===== src/rtl/lc3b_types.sv =====
// Shared LC-3b memory-hierarchy types: address/line widths, line tags and the
// write-back buffer state encoding, plus the tag-to-address alignment helper.
package lc3b_types;

  localparam int ADDR_W   = 16;
  localparam int LINE_W   = 128;
  localparam int OFFSET_W = 4;
  localparam int TAG_W    = ADDR_W - OFFSET_W;

  typedef logic [ADDR_W-1:0] lc3b_word;
  typedef logic [LINE_W-1:0] lc3b_line;
  typedef logic [TAG_W-1:0]  lc3b_line_tag;

  typedef enum logic [1:0] {
    IDLE,
    DRAIN,
    MEM_READ,
    RESPOND
  } wb_state_t;

  // Rebuild a line-aligned byte address from a line tag.
  function automatic lc3b_word lineAddr(input lc3b_line_tag tag);
    return {tag, {OFFSET_W{1'b0}}};
  endfunction

endpackage


===== src/rtl/cache_writeback_buffer.sv =====
// Single-entry victim buffer between the cache pmem port and physical memory:
// absorbs evictions quickly, drains them when idle, and forwards reads that hit.
module cache_writeback_buffer
  import lc3b_types::*;
(
  input  logic              clk,
  input  logic              rst,
  input  logic [ADDR_W-1:0] cache_address,
  input  logic              cache_read,
  input  logic              cache_write,
  input  logic [LINE_W-1:0] cache_wdata,
  output logic [LINE_W-1:0] cache_rdata,
  output logic              cache_resp,
  output logic [ADDR_W-1:0] pmem_address,
  output logic              pmem_read,
  output logic              pmem_write,
  output logic [LINE_W-1:0] pmem_wdata,
  input  logic [LINE_W-1:0] pmem_rdata,
  input  logic              pmem_resp
);

  wb_state_t    r_state;
  logic         r_bufValid;
  lc3b_line_tag r_bufTag;
  lc3b_line     r_bufData;

  lc3b_line     r_cacheRdata;
  logic         r_cacheResp;
  lc3b_word     r_pmemAddress;
  logic         r_pmemRead;
  logic         r_pmemWrite;
  lc3b_line     r_pmemWdata;

  lc3b_line_tag          w_reqTag;
  logic                  w_hit;
  logic [OFFSET_W-1:0]   w_unusedOffset;

  assign w_reqTag       = cache_address[ADDR_W-1:OFFSET_W];
  assign w_unusedOffset = cache_address[OFFSET_W-1:0];
  assign w_hit          = r_bufValid && (r_bufTag == w_reqTag);

  // All outputs are registered and change only on state transitions, so the
  // memory strobes can never overlap and cache_resp is high only in RESPOND.
  always_ff @(posedge clk) begin
    if (rst) begin
      r_state       <= IDLE;
      r_bufValid    <= 1'b0;
      r_bufTag      <= '0;
      r_bufData     <= '0;
      r_cacheRdata  <= '0;
      r_cacheResp   <= 1'b0;
      r_pmemAddress <= '0;
      r_pmemRead    <= 1'b0;
      r_pmemWrite   <= 1'b0;
      r_pmemWdata   <= '0;
    end else begin
      r_cacheResp <= 1'b0;
      case (r_state)
        IDLE: begin
          if (cache_write && !r_bufValid) begin
            r_bufTag    <= w_reqTag;
            r_bufData   <= cache_wdata;
            r_bufValid  <= 1'b1;
            r_cacheResp <= 1'b1;
            r_state     <= RESPOND;
          end else if (cache_write) begin
            // Old victim must reach memory first; the write is retried from IDLE.
            r_pmemWrite   <= 1'b1;
            r_pmemAddress <= lineAddr(r_bufTag);
            r_pmemWdata   <= r_bufData;
            r_state       <= DRAIN;
          end else if (cache_read && w_hit) begin
            r_cacheRdata <= r_bufData;
            r_cacheResp  <= 1'b1;
            r_state      <= RESPOND;
          end else if (cache_read) begin
            r_pmemRead    <= 1'b1;
            r_pmemAddress <= lineAddr(w_reqTag);
            r_state       <= MEM_READ;
          end else if (r_bufValid) begin
            r_pmemWrite   <= 1'b1;
            r_pmemAddress <= lineAddr(r_bufTag);
            r_pmemWdata   <= r_bufData;
            r_state       <= DRAIN;
          end
        end

        DRAIN: begin
          if (pmem_resp) begin
            r_pmemWrite <= 1'b0;
            r_bufValid  <= 1'b0;
            r_state     <= IDLE;
          end
        end

        MEM_READ: begin
          if (pmem_resp) begin
            r_pmemRead   <= 1'b0;
            r_cacheRdata <= pmem_rdata;
            r_cacheResp  <= 1'b1;
            r_state      <= RESPOND;
          end
        end

        RESPOND: begin
          r_state <= IDLE;
        end

        default: begin
          r_state <= IDLE;
        end
      endcase
    end
  end

  assign cache_rdata  = r_cacheRdata;
  assign cache_resp   = r_cacheResp;
  assign pmem_address = r_pmemAddress;
  assign pmem_read    = r_pmemRead;
  assign pmem_write   = r_pmemWrite;
  assign pmem_wdata   = r_pmemWdata;

endmodule

===== config.mk =====
export PLATFORM = sky130hd
export DESIGN_NAME = cache_writeback_buffer
export DESIGN_NICKNAME = d
export VERILOG_FILES = /design/src/rtl/lc3b_types.sv /design/src/rtl/cache_writeback_buffer.sv
export SDC_FILE = /design/constraint.sdc
export NUM_CORES = 1
export LEC_CHECK = 0
export CORE_AREA = 2 2 212 214
export CTS_CLUSTER_DIAMETER = 80
export DETAILED_ROUTE_END_ITERATION = 7
export DIE_AREA = 0 0 214 216
export PLACE_DENSITY = 0.67
export RECOVER_POWER = 50
export SETUP_SLACK_MARGIN = 0.15
export SLEW_MARGIN = 10
export SYNTH_ARGS = -nofsm -noshare
export SYNTH_HDL_FRONTEND = slang
export SYNTH_SLANG_ARGS = --single-unit

===== constraint.sdc =====
create_clock -name clk -period 5.05 [get_ports clk]
set_input_delay 0.505 -clock clk [delete_from_list [all_inputs] [get_ports clk]]
set_output_delay 0.505 -clock clk [all_outputs]
set_load 0.05 [all_outputs]

---- Word level (Yosys, flattened, before mapping) ----
Cells that the tools add are included.
cells by class
  reductions and logical operators ........ 17
  divide/modulo/power cells ............... 0
  muxes and demuxes ....................... 40
  equal/unequal tests ..................... 18
  magnitude comparators ................... 0
  bitwise logic cells ..................... 1
  add/subtract/negate cells ............... 0
  shift operators ......................... 0
  multipliers ............................. 0
operator list
  cell                  count
  $mux W128             8
  $pmux W128 S2         1
  $mux W16              4
  $ne A2 B2 Y1 const B  9
  $mux W1               15
  $mux W2               7
  $eq A12 B12 Y1        1
  $reduce_and A6 Y1     2
  $reduce_and A5 Y1     2
  $ne A3 B3 Y1 const B  3
  $pmux W1 S2           4
  $pmux W2 S4           1
  $ne A6 B6 Y1 const B  1
  $reduce_and A3 Y1     2
  $reduce_bool A2 Y1    3
  $eq A2 B2 Y1 const B  2
  $reduce_and A4 Y1     1
  $logic_and A1 B1 Y1   3
  $reduce_bool A3 Y1    1
  $eq A2 B1 Y1 const B  1
  $logic_not A2 Y1      1
  $ne A2 B1 Y1 const B  1
  $reduce_and A2 Y1     1
  $logic_not A1 Y1      1
  $not A1 Y1            1
storage, ports and cells
  flip-flop bits (word level) ............. 418
  memories kept ........................... 0
  bits of input ports ..................... 277
  bits in latches ......................... 0
  bits in read-only memories .............. 0
  word-level logic and storage cells ...... 86
  memory bits (writable) .................. 0
  output and inout port bits .............. 275

---- Depth between registers and ports, before layout ----
Gate-level depths: netlist of run 1.
  word-level depth ........................ 7
  mapped depth ............................ 8
  depth with buffers taken out ............ 5

---- Least setup slack after synthesis of run 1 ----
No wires, ideal clock.
  path type ............................... input to register
  start ................................... in cache_address[13]
  end ..................................... reg r_cacheRdata[107], in the netlist cache_rdata[107]
  data required time ...................... 4.928 ns
  slack ................................... 3.034 ns
  path buffers ............................ 2
  stages on the path ...................... 7
  library setup time ...................... 0.122 ns
  data arrival time ....................... 1.894 ns
  cell sequence ........................... xnor2_1 nand3_1 nor4_2 a311oi_1 buf_2 buf_2 a221o_1
on the way
  longest elaborated chain between the ends .. 5
ends and longest elaborated chain
  what                                line                          text
  start: declaration                  cache_writeback_buffer.sv:8   input logic [ADDR_W-1:0] cache_address,
  $eq A12 B12 Y1                      cache_writeback_buffer.sv:40  assign w_hit = r_bufValid && (r_bufTag == w_reqTag);
  $logic_and A1 B1 Y1                 cache_writeback_buffer.sv:40
  $logic_and A1 B1 Y1                 cache_writeback_buffer.sv:72  end else if (cache_read && w_hit) begin
  $ne A2 B2 Y1 (no source line)       n/a
  $reduce_and A5 Y1 (no source line)  n/a
  end signal: assignment              cache_writeback_buffer.sv:73  r_cacheRdata <= r_bufData;
  end signal: assignment              cache_writeback_buffer.sv:99  r_cacheRdata <= pmem_rdata;
  end: declaration                    cache_writeback_buffer.sv:27  lc3b_line r_cacheRdata;
Every way passes these cells.
A chain may end at the register's enable or synchronous reset.

---- Worst setup path in the final report of run 1 ----
  start ................................... in cache_write
  end ..................................... reg r_bufData[4]
on the way
  longest elaborated chain between the ends .. 2
ends and longest elaborated chain
  what                                line                          text
  start: declaration                  cache_writeback_buffer.sv:10  input logic cache_write,
  $logic_and A1 B1 Y1                 cache_writeback_buffer.sv:60  if (cache_write && !r_bufValid) begin
  $reduce_and A2 Y1 (no source line)  n/a
  end signal: assignment              cache_writeback_buffer.sv:62  r_bufData <= cache_wdata;
  end: declaration                    cache_writeback_buffer.sv:25  lc3b_line r_bufData;
Every way passes these cells.

==> results by group, run 1 <==
Status
  – Status: finished, violations left
  – Failing checks: capacitance limit, slew limit

Floorplanning
  – Boundary pin count: 552
  – Die W: 214 um
  – Std cell rows: 77
  – Core Box Area: 43800 um2
  – Die area: 46200 um2
  – Die height: 216 um
  – Initial Util: 36.0%

Finish
  – FILL cells: 4001
  – FF/Latch Area: 8290 um2
  – Utilization after layout: 52.5%
  – Area grow syn2layout: 45.6%
  – Area of the multi-input gates: 6790 um2
  – Fin nets: 2602
  – Share of layout cells above drive strength 1: 4.07%

Critical path
  – Crit Path Class: primary input to flip-flop
  – Crit path cell chain: dlygate4sd3_1 -> nor2b_1 -> and2_1 -> buf_12 -> nand2_1 -> a21oi_1
  – Crit Path Max Fanout: 83
  – Buf/Inv on CP: 2
  – Arrival @ worst endpoint: 4.23 ns
  – Worst path max stage delay: 1.92 ns
  – CP max-delay cell: and2_1
  – CP endpoint kind: flip-flop
  – CP top delay family: simple AND/OR/NAND/NOR gates
  – Critical path required time: 5.53 ns
  – Worst Setup Start Kind: primary input

GRT
  – Global Route Usage Sum: 24.0%
  – Largest net degree at the start of global routing: 178
  – Vias in the first global route: 15200
  – Initial antenna violation count: 7
  – First-pass GRT wire length: 89300 um
  – GR Overflow Total: 0

Yosys
  – Top-area cell type share of the netlist area: 52.5%
  – Post-synthesis sequential area ratio: 52.5%
  – Top cells by area, synth: dfxtp_1, nand2_1, a21oi_1
  – Post-synth EDFFs: 0
  – Adder-cell share of the synthesized area: 0%
  – Register bit total from synthesis: 414
  – Area leader, netlist: dfxtp_1
  – Post-Synth Simple-Gate Area: 18.1%
  – Asr flop ratio synth: 0%
  – Cell variety after synth: 35
  – Cells after Synth: 1883
  – Largest family of logic cells by synthesized area: compound AO/OA/AOI/OAI gates
  – Syn Std Cell Area: 15800 um2
  – Synthesis warning total: 0
  – Post-synthesis compound-gate area fraction: 23.8%
  – Multiplexer share of the synthesized area: 0%
  – Syn avg cell area: 8.39 um2
  – Top-count cell post-synth: nand2_1
  – Top FF cell, synth: dfxtp_1
  – XOR/XNOR Fraction of Synth Area: 0.665%
  – Synth cell count leaders: nand2_1, dfxtp_1, a21oi_1

Job
  – Max cap viols: 2

Clocking
  – Setup Fix Bufs, Post-CTS: 0
  – CTS Buf Count: 45
  – Sink Count: 414
  – Clock root buffer: clkbuf_16
  – CTS max path bufs: 3
  – CTS tree: done
  – H-tree levels: 2
  – Clock Latency Late Sink: 0.56 ns
  – Clk pin slew, worst setup/hold paths: 0.06 ns
  – # resized after CTS: 0
  – Cts hold-fix bufs: 0

Power
  – Leakage: 8.78 nW
  – Total power draw: 8.41 mW
  – Peak VDD IR: 0.000296 V
  – PD cells: 366 nW/um2

Drt
  – DR vias: 16000
  – Initial DRT Pass Iterations: 6
  – WL final: 58600 um
  – Detailed-route DRC error count: 0
  – DR vias/cell: 5.41
  – Final ANT Viol Nets: 0
  – Drt wl/cell: 19.8 um
  – DRT iter0 DRCs: 1201

STA
  – RSZ-0062 raised after global routing: false
  – Final setup fails: 0
  – Fin crit period: 3.75 ns
  – Setup TNS: 0 ns
  – Worst-margin pin slew: 2.57 ns
  – Fin. Hold Viols: 0
  – Pins over their slew limit: 68
  – Clock Skew: 0.0152 ns
  – Relative slew slack: -71.4%
  – Final period util: 74.3%
  – Max Clk Rate: 0.266 GHz

Place
  – RePlAce Congestion: 0.850
  – Port buffer count: 543
  – HPWL after detailed placement: 37400 um

Worst hold path
  – Min-Delay Path Class: primary input to flip-flop
-- final cells by class --
cell class | instances | area share [%]
multi-input combinational | 1297 | 29.5
antenna | 5 | 0.0544
inverter | 2 | 0.0326
sequential | 414 | 36.0
timing repair buffer | 565 | 24.6
clock buffer | 68 | 5.75
tap | 592 | 3.22
clock inverter | 10 | 0.794
-- state kept, by name, summed over array words and instances, names as in the netlist --
register and count:
cache_rdata 128, pmem_wdata 128, r_bufData 128, pmem_address 12, r_bufTag 12, r_state 2, cache_resp 1, pmem_read 1
pmem_write 1, r_bufValid 1
-- per-layer routing --
layer  vias up  routed length [um]  global-route usage, %
met3       117                5090                   6.71
li1       7459                   -                      -
met4         4                1810                   9.00
met2       669               28300                   40.4
met1      7719               23300                   29.2
met5         -                  23                      0
-- metrics by stage --
step	area (um2)	setup WS (ns)	hold WS, ns	cells
finish	23000	1.30	0.404	2953
global route	23000	1.05	0.442	2953
CTS	23000	2.24	0.417	2948
detailed placement	21500	1.68	0.445	2870
global placement	21500	1.72	0.442	2870
floorplan	15800	3.03	0.445	1886
-- final timing paths --
path,cells after the start,end,slack [ns],startpoint
min,2,pmem_wdata[72],0.40,rst
max,6,r_bufData[4],1.30,cache_write
min reg2reg,2,pmem_wdata[34],0.45,pmem_wdata[34]
max reg2reg,5,r_bufData[4],1.34,r_state[1]
-- kinds of logic after synthesis --
kind of cell              count (synthesis)
and+or+nand+nor                         731
AOI/OAI and AO/OA                       550
DFF                                     414
buffers and inverters                   175
xor gates and xnor gates                 12
other                                     1
-- power breakdown --
group / internal (mW) / switching (mW) / leakage (nW)
Sequential: 3.45 / 0.142 / 3.36
Clock: 2.05 / 1.34 / 0.739
Combinational: 0.508 / 0.917 / 4.68
-- cell usage in the layout, fill, tap and decap left out, types with 14 or more instances in the layout --
cell type | netlist | layout
nand2_1 | 542 | 541
dfxtp_1 | 414 | 413
dlygate4sd3_1 | 0 | 272
a21oi_1 | 271 | 271
clkdlybuf4s50_1 | 0 | 270
nor2_1 | 133 | 132
a22oi_1 | 129 | 129
a221o_1 | 128 | 128
clkbuf_16 | 0 | 45
nor3_1 | 25 | 25
buf_4 | 5 | 16
nor4_1 | 13 | 14
Note: power is estimated with default switching activity, not from simulation.
==> inputs of run 2 (changes only) <==
--- a/config.mk
+++ b/config.mk
@@ -5,11 +5,11 @@
 export SDC_FILE = /design/constraint.sdc
 export NUM_CORES = 1
 export LEC_CHECK = 0
-export CORE_AREA = 2 2 212 214
+export CORE_AREA = 2 2 214 216
 export CTS_CLUSTER_DIAMETER = 80
 export DETAILED_ROUTE_END_ITERATION = 7
-export DIE_AREA = 0 0 214 216
-export PLACE_DENSITY = 0.67
+export DIE_AREA = 0 0 216 218
+export PLACE_DENSITY = 0.66
 export RECOVER_POWER = 50
 export SETUP_SLACK_MARGIN = 0.15
 export SLEW_MARGIN = 10
==> constraint.sdc (replaced) <==
create_clock -name clk -period 3.94 [get_ports clk]
set_input_delay 0.394 -clock clk [delete_from_list [all_inputs] [get_ports clk]]
set_output_delay 0.394 -clock clk [all_outputs]
set_load 0.05 [all_outputs]
==> results by group, run 2 (synthesized netlist as in run 1, its figures left out) <==
Status
  – Status: complete, no violations

Floorplanning
  – Initial Util: 35.2%
  – Die height: 218 um
  – Boundary pin count: 552
  – Std cell rows: 78
  – Die W: 216 um
  – Die area: 47100 um2
  – Core Box Area: 44900 um2

STA
  – RSZ-0062 raised after global routing: false
  – Relative slew slack: 16.4%
  – Fin. Hold Viols: 0
  – Final period util: 79.8%
  – Max Clk Rate: 0.318 GHz
  – Clock Skew: 0.0226 ns
  – Fin crit period: 3.14 ns
  – Setup TNS: 0 ns
  – Final setup fails: 0
  – Pins over their slew limit: 0
  – Worst-margin pin slew: 1.25 ns

Clocking
  – Clock Latency Late Sink: 0.57 ns
  – Clk pin slew, worst setup/hold paths: 0.06 ns
  – Setup Fix Bufs, Post-CTS: 0
  – H-tree levels: 2
  – Sink Count: 414
  – CTS tree: done
  – Clock root buffer: clkbuf_16
  – Cts hold-fix bufs: 0
  – # resized after CTS: 0
  – CTS max path bufs: 3
  – CTS Buf Count: 46

Finish
  – Most frequent cells in the layout: nand2_1, dfxtp_1, a21oi_1, clkdlybuf4s50_1, dlygate4sd3_1
  – Share of layout cells above drive strength 1: 4.24%
  – Utilization after layout: 51.3%
  – Area of the multi-input gates: 6780 um2
  – Fin nets: 2604
  – FILL cells: 4167
  – Area grow syn2layout: 45.9%
  – Commonest non-fill, non-tap cell in the layout: nand2_1
  – FF/Latch Area: 8290 um2

GRT
  – Vias in the first global route: 14900
  – GR Overflow Total: 0
  – Largest net degree at the start of global routing: 140
  – First-pass GRT wire length: 87500 um
  – Initial antenna violation count: 6
  – Global Route Usage Sum: 23.3%

Place
  – RePlAce Congestion: 0.832
  – Port buffer count: 543
  – HPWL after detailed placement: 36600 um

Critical path
  – CP endpoint kind: flip-flop
  – Reg2reg path depth: 5
  – Arrival @ worst endpoint: 3.54 ns
  – Worst path max stage delay: 1.07 ns
  – Launch point of the worst reg-to-reg path: r_state[0]
  – CP top delay family: simple AND/OR/NAND/NOR gates
  – Worst Setup EP: pmem_wdata[75]
  – Crit Path Max Fanout: 69
  – Crit path cell chain: nor2_1 -> nand3_2 -> buf_4 -> nand2_1 -> a21oi_1
  – CP max-delay cell: nand3_2
  – R2r endpoint: pmem_wdata[75]
  – Critical path required time: 4.34 ns
  – Crit Path Class: flip-flop to flip-flop
  – Worst Setup Start Kind: flip-flop
  – Buf/Inv on CP: 1
  – R2R Setup Slk: 0.80 ns
  – Worst setup path startpoint: r_state[0]
  – Crit path depth: 5

Drt
  – Drt wl/cell: 19.6 um
  – DR vias/cell: 5.38
  – DR vias: 15900
  – Initial DRT Pass Iterations: 5
  – Detailed-route DRC error count: 0
  – WL final: 58200 um
  – Final ANT Viol Nets: 0
  – DRT iter0 DRCs: 1183

Job
  – Max cap viols: 0

Worst hold path
  – Min-Delay Path Class: primary input to flip-flop

Power
  – PD cells: 461 nW/um2
  – Leakage: 8.79 nW
  – Peak VDD IR: 0.000295 V
  – Total power draw: 10.6 mW
[run 2: cell types whose count changed in the layout (fill, tap and decap cells not counted), sizes merged, moves of 2 or more]
cell	before	now
buf	22	24
clkinv	4	6
inv	3	5
bufinv	5	1
[run 2: per-stage QoR]
| stage | setup WS [ns] | area [um2] | std cells | hold slack (ns) |
|---|---|---|---|---|
| after floorplan | 2.04 | 15800 | 1886 | 0.445 |
| after CTS | 0.977 | 23100 | 2960 | 0.305 |
| final | 0.797 | 23000 | 2965 | 0.338 |
| after global placement | 1.02 | 21600 | 2879 | 0.442 |
| after detailed placement | 0.980 | 21600 | 2879 | 0.447 |
| after global routing | 0.568 | 23000 | 2965 | 0.346 |
[run 2: cell type report]
type	count	share of cell area, %
diodes	5	0.0543
clock inverters	11	0.424
well taps	600	3.26
flip-flops and latches	414	36.0
multi-input cells	1297	29.4
inverters	2	0.0326
repair buffers	566	25.0
clock buffers	70	5.87
[run 2: routing by layer]
layer / vias to the layer above / part of all wire (%) / global-route usage [%]
met4: 2 / 3.9 / 10.4
met2: 686 / 47 / 37.4
met1: 7648 / 41 / 29.4
met5: - / 0.022 / 0
met3: 132 / 8.6 / 6.44
li1: 7474 / - / -
[run 2: worst min path at each step]
stage | endpoint | slack, ns | cells past startpoint | startpoint
2_1_floorplan | pmem_wdata[0] | 0.45 | 2 | r_bufData[0]
3_3_place_gp | pmem_wdata[62] | 0.44 | 2 | pmem_wdata[62]
3_5_place_dp | pmem_wdata[19] | 0.45 | 2 | pmem_wdata[19]
4_1_cts | pmem_wdata[55] | 0.30 | 2 | rst
5_1_grt | pmem_wdata[49] | 0.35 | 2 | rst
6_report | r_bufData[56] | 0.34 | 2 | rst
[run 2: where the power goes]
group	switching, mW	total [mW]	internal, mW
Clock	1.75	4.18	2.43
Combinational	1.15	1.81	0.659
Sequential	0.210	4.63	4.42
==> inputs of run 3 (changes only) <==
==> constraint.sdc (replaced) <==
create_clock -name clk -period 3.3 [get_ports clk]
set_input_delay 0.33 -clock clk [delete_from_list [all_inputs] [get_ports clk]]
set_output_delay 0.33 -clock clk [all_outputs]
set_load 0.05 [all_outputs]
==> results by group, run 3 (synthesized netlist as in run 1, its figures left out) <==
Finish
  – Most frequent cells in the layout: nand2_1, dfxtp_1, clkdlybuf4s50_1
  – Fin nets: 2607
  – Commonest non-fill, non-tap cell in the layout: nand2_1
  – Utilization after layout: 51.6%
  – Share of layout cells above drive strength 1: 4.61%
  – Area grow syn2layout: 46.7%

Clocking
  – H-tree levels: 2
  – CTS Buf Count: 45
  – Clock Latency Late Sink: 0.56 ns
  – Cts hold-fix bufs: 0
  – Setup Fix Bufs, Post-CTS: 0
  – Clock root buffer: clkbuf_16
  – CTS max path bufs: 3
  – CTS tree: done
  – Clk pin slew, worst setup/hold paths: 0.06 ns
  – Sink Count: 414
  – # resized after CTS: 0

STA
  – Max Clk Rate: 0.354 GHz
  – Relative slew slack: 22.7%
  – Final setup fails: 0
  – Clock Skew: 0.0157 ns
  – Final period util: 85.6%
  – Fin crit period: 2.82 ns
  – Pins over their slew limit: 0
  – Worst hold slack: 0.223 ns
  – Worst-margin pin slew: 1.16 ns
  – Fin. Hold Viols: 0
  – RSZ-0062 raised after global routing: false
  – Setup TNS: 0 ns

Worst hold path
  – Hold path depth: 2
  – Hold Path Sink: pmem_wdata[58]
  – Min-Delay Path Class: primary input to flip-flop
  – Hold Startpoint: rst

Drt
  – DR vias/cell: 5.33
  – Drt wl/cell: 19.8 um
  – DRT iter0 DRCs: 1408
  – Detailed-route DRC error count: 0
  – Initial DRT Pass Iterations: 6
  – DR vias: 15800
  – WL final: 58700 um
  – Final ANT Viol Nets: 0

Critical path
  – CP max-delay cell: nor4_1
  – Crit path cell chain: xnor2_1 -> nand3_1 -> nor4_1 -> a311oi_4 -> buf_12 -> a221o_1
  – Worst path max stage delay: 0.76 ns
  – Crit Path Max Fanout: 128
  – Crit Path Class: flip-flop to flip-flop
  – R2R Setup Slk: 0.48 ns
  – Reg2reg path depth: 6
  – Arrival @ worst endpoint: 3.27 ns
  – Worst Setup Start Kind: flip-flop
  – Launch point of the worst reg-to-reg path: r_bufTag[9]
  – CP endpoint kind: flip-flop
  – R2r endpoint: cache_rdata[3]
  – Critical path required time: 3.74 ns

Floorplanning
  – Die W: 216 um
  – Die height: 218 um
  – Core Box Area: 44900 um2
  – Std cell rows: 78
  – Boundary pin count: 552
  – Initial Util: 35.2%
  – Die area: 47100 um2

Status
  – Status: complete, no violations

Power
  – Total power draw: 13.0 mW
  – PD cells: 559 nW/um2
  – Leakage: 8.86 nW
  – Peak VDD IR: 0.000393 V

Job
  – Max cap viols: 0

Place
  – Port buffer count: 543
  – RePlAce Congestion: 0.847
  – HPWL after detailed placement: 37200 um

GRT
  – Global Route Usage Sum: 23.6%
  – Initial antenna violation count: 4
  – Vias in the first global route: 15300
  – Largest net degree at the start of global routing: 142
  – GR Overflow Total: 0
  – First-pass GRT wire length: 88500 um
[run 3: changes by cell type in the layout (fill, tap and decap cells not counted), sizes merged]
cell           change
inv                -1
bufinv             +3
clkinv             +1
dlygate4sd3        -2
clkdlybuf4s50      +2
clkbuf             -2
diode              -1
clkinvlp           +1
[run 3: worst max-delay path, delay by kind of cell (launching register included)]
family          cells  cell delay, ns
compound gates      2            0.67
xor+xnor            1            0.34
buf+inv             1            0.28
flops               1            0.33
simple gates        2            0.89
[run 3: layer usage]
| metal | GRT usage [%] | wire [um] |
|---|---|---|
| met5 | 0 | 0 |
| met4 | 9.02 | 1870 |
| met3 | 6.30 | 4880 |
| met2 | 38.9 | 27800 |
| met1 | 29.4 | 24100 |
[run 3: layout make-up]
cell class              instances  area, um2
clock buffers                  64       1360
repair buffers                570       5790
clock inverters                15        188
well taps                     600        751
multi-input cells            1297       6780
diodes                          4       10.0
fillers                      4234      21700
flip-flops and latches        414       8290
inverters                       2       7.51
[run 3: worst max path at each step]
stage,to,slack [ns],start,depth (start not counted)
after floorplan,cache_rdata[107],1.45,r_bufTag[9],7
after global placement,cache_rdata[33],0.35,pmem_resp,7
after detailed placement,cache_rdata[115],0.32,pmem_resp,7
after CTS,cache_rdata[115],0.57,r_state[0],6
after global routing,r_bufData[53],0.30,r_state[0],5
final,cache_rdata[3],0.48,r_bufTag[9],6
[run 3: where the power goes]
part,internal [mW],total (mW),switching [mW]
Sequential,5.28,5.52,0.239
Combinational,0.788,2.18,1.39
Clock,3.17,5.26,2.09
Total,9.24,13.0,3.72
[run 3: metrics by stage]
stage | std cells | setup slack (ns) | cell area [um2]
floorplan | 1886 | 1.45 | 15800
global placement | 2883 | 0.349 | 21700
detailed placement | 2883 | 0.318 | 21700
CTS | 2962 | 0.569 | 23200
global route | 2966 | 0.305 | 23200
finish | 2966 | 0.475 | 23200
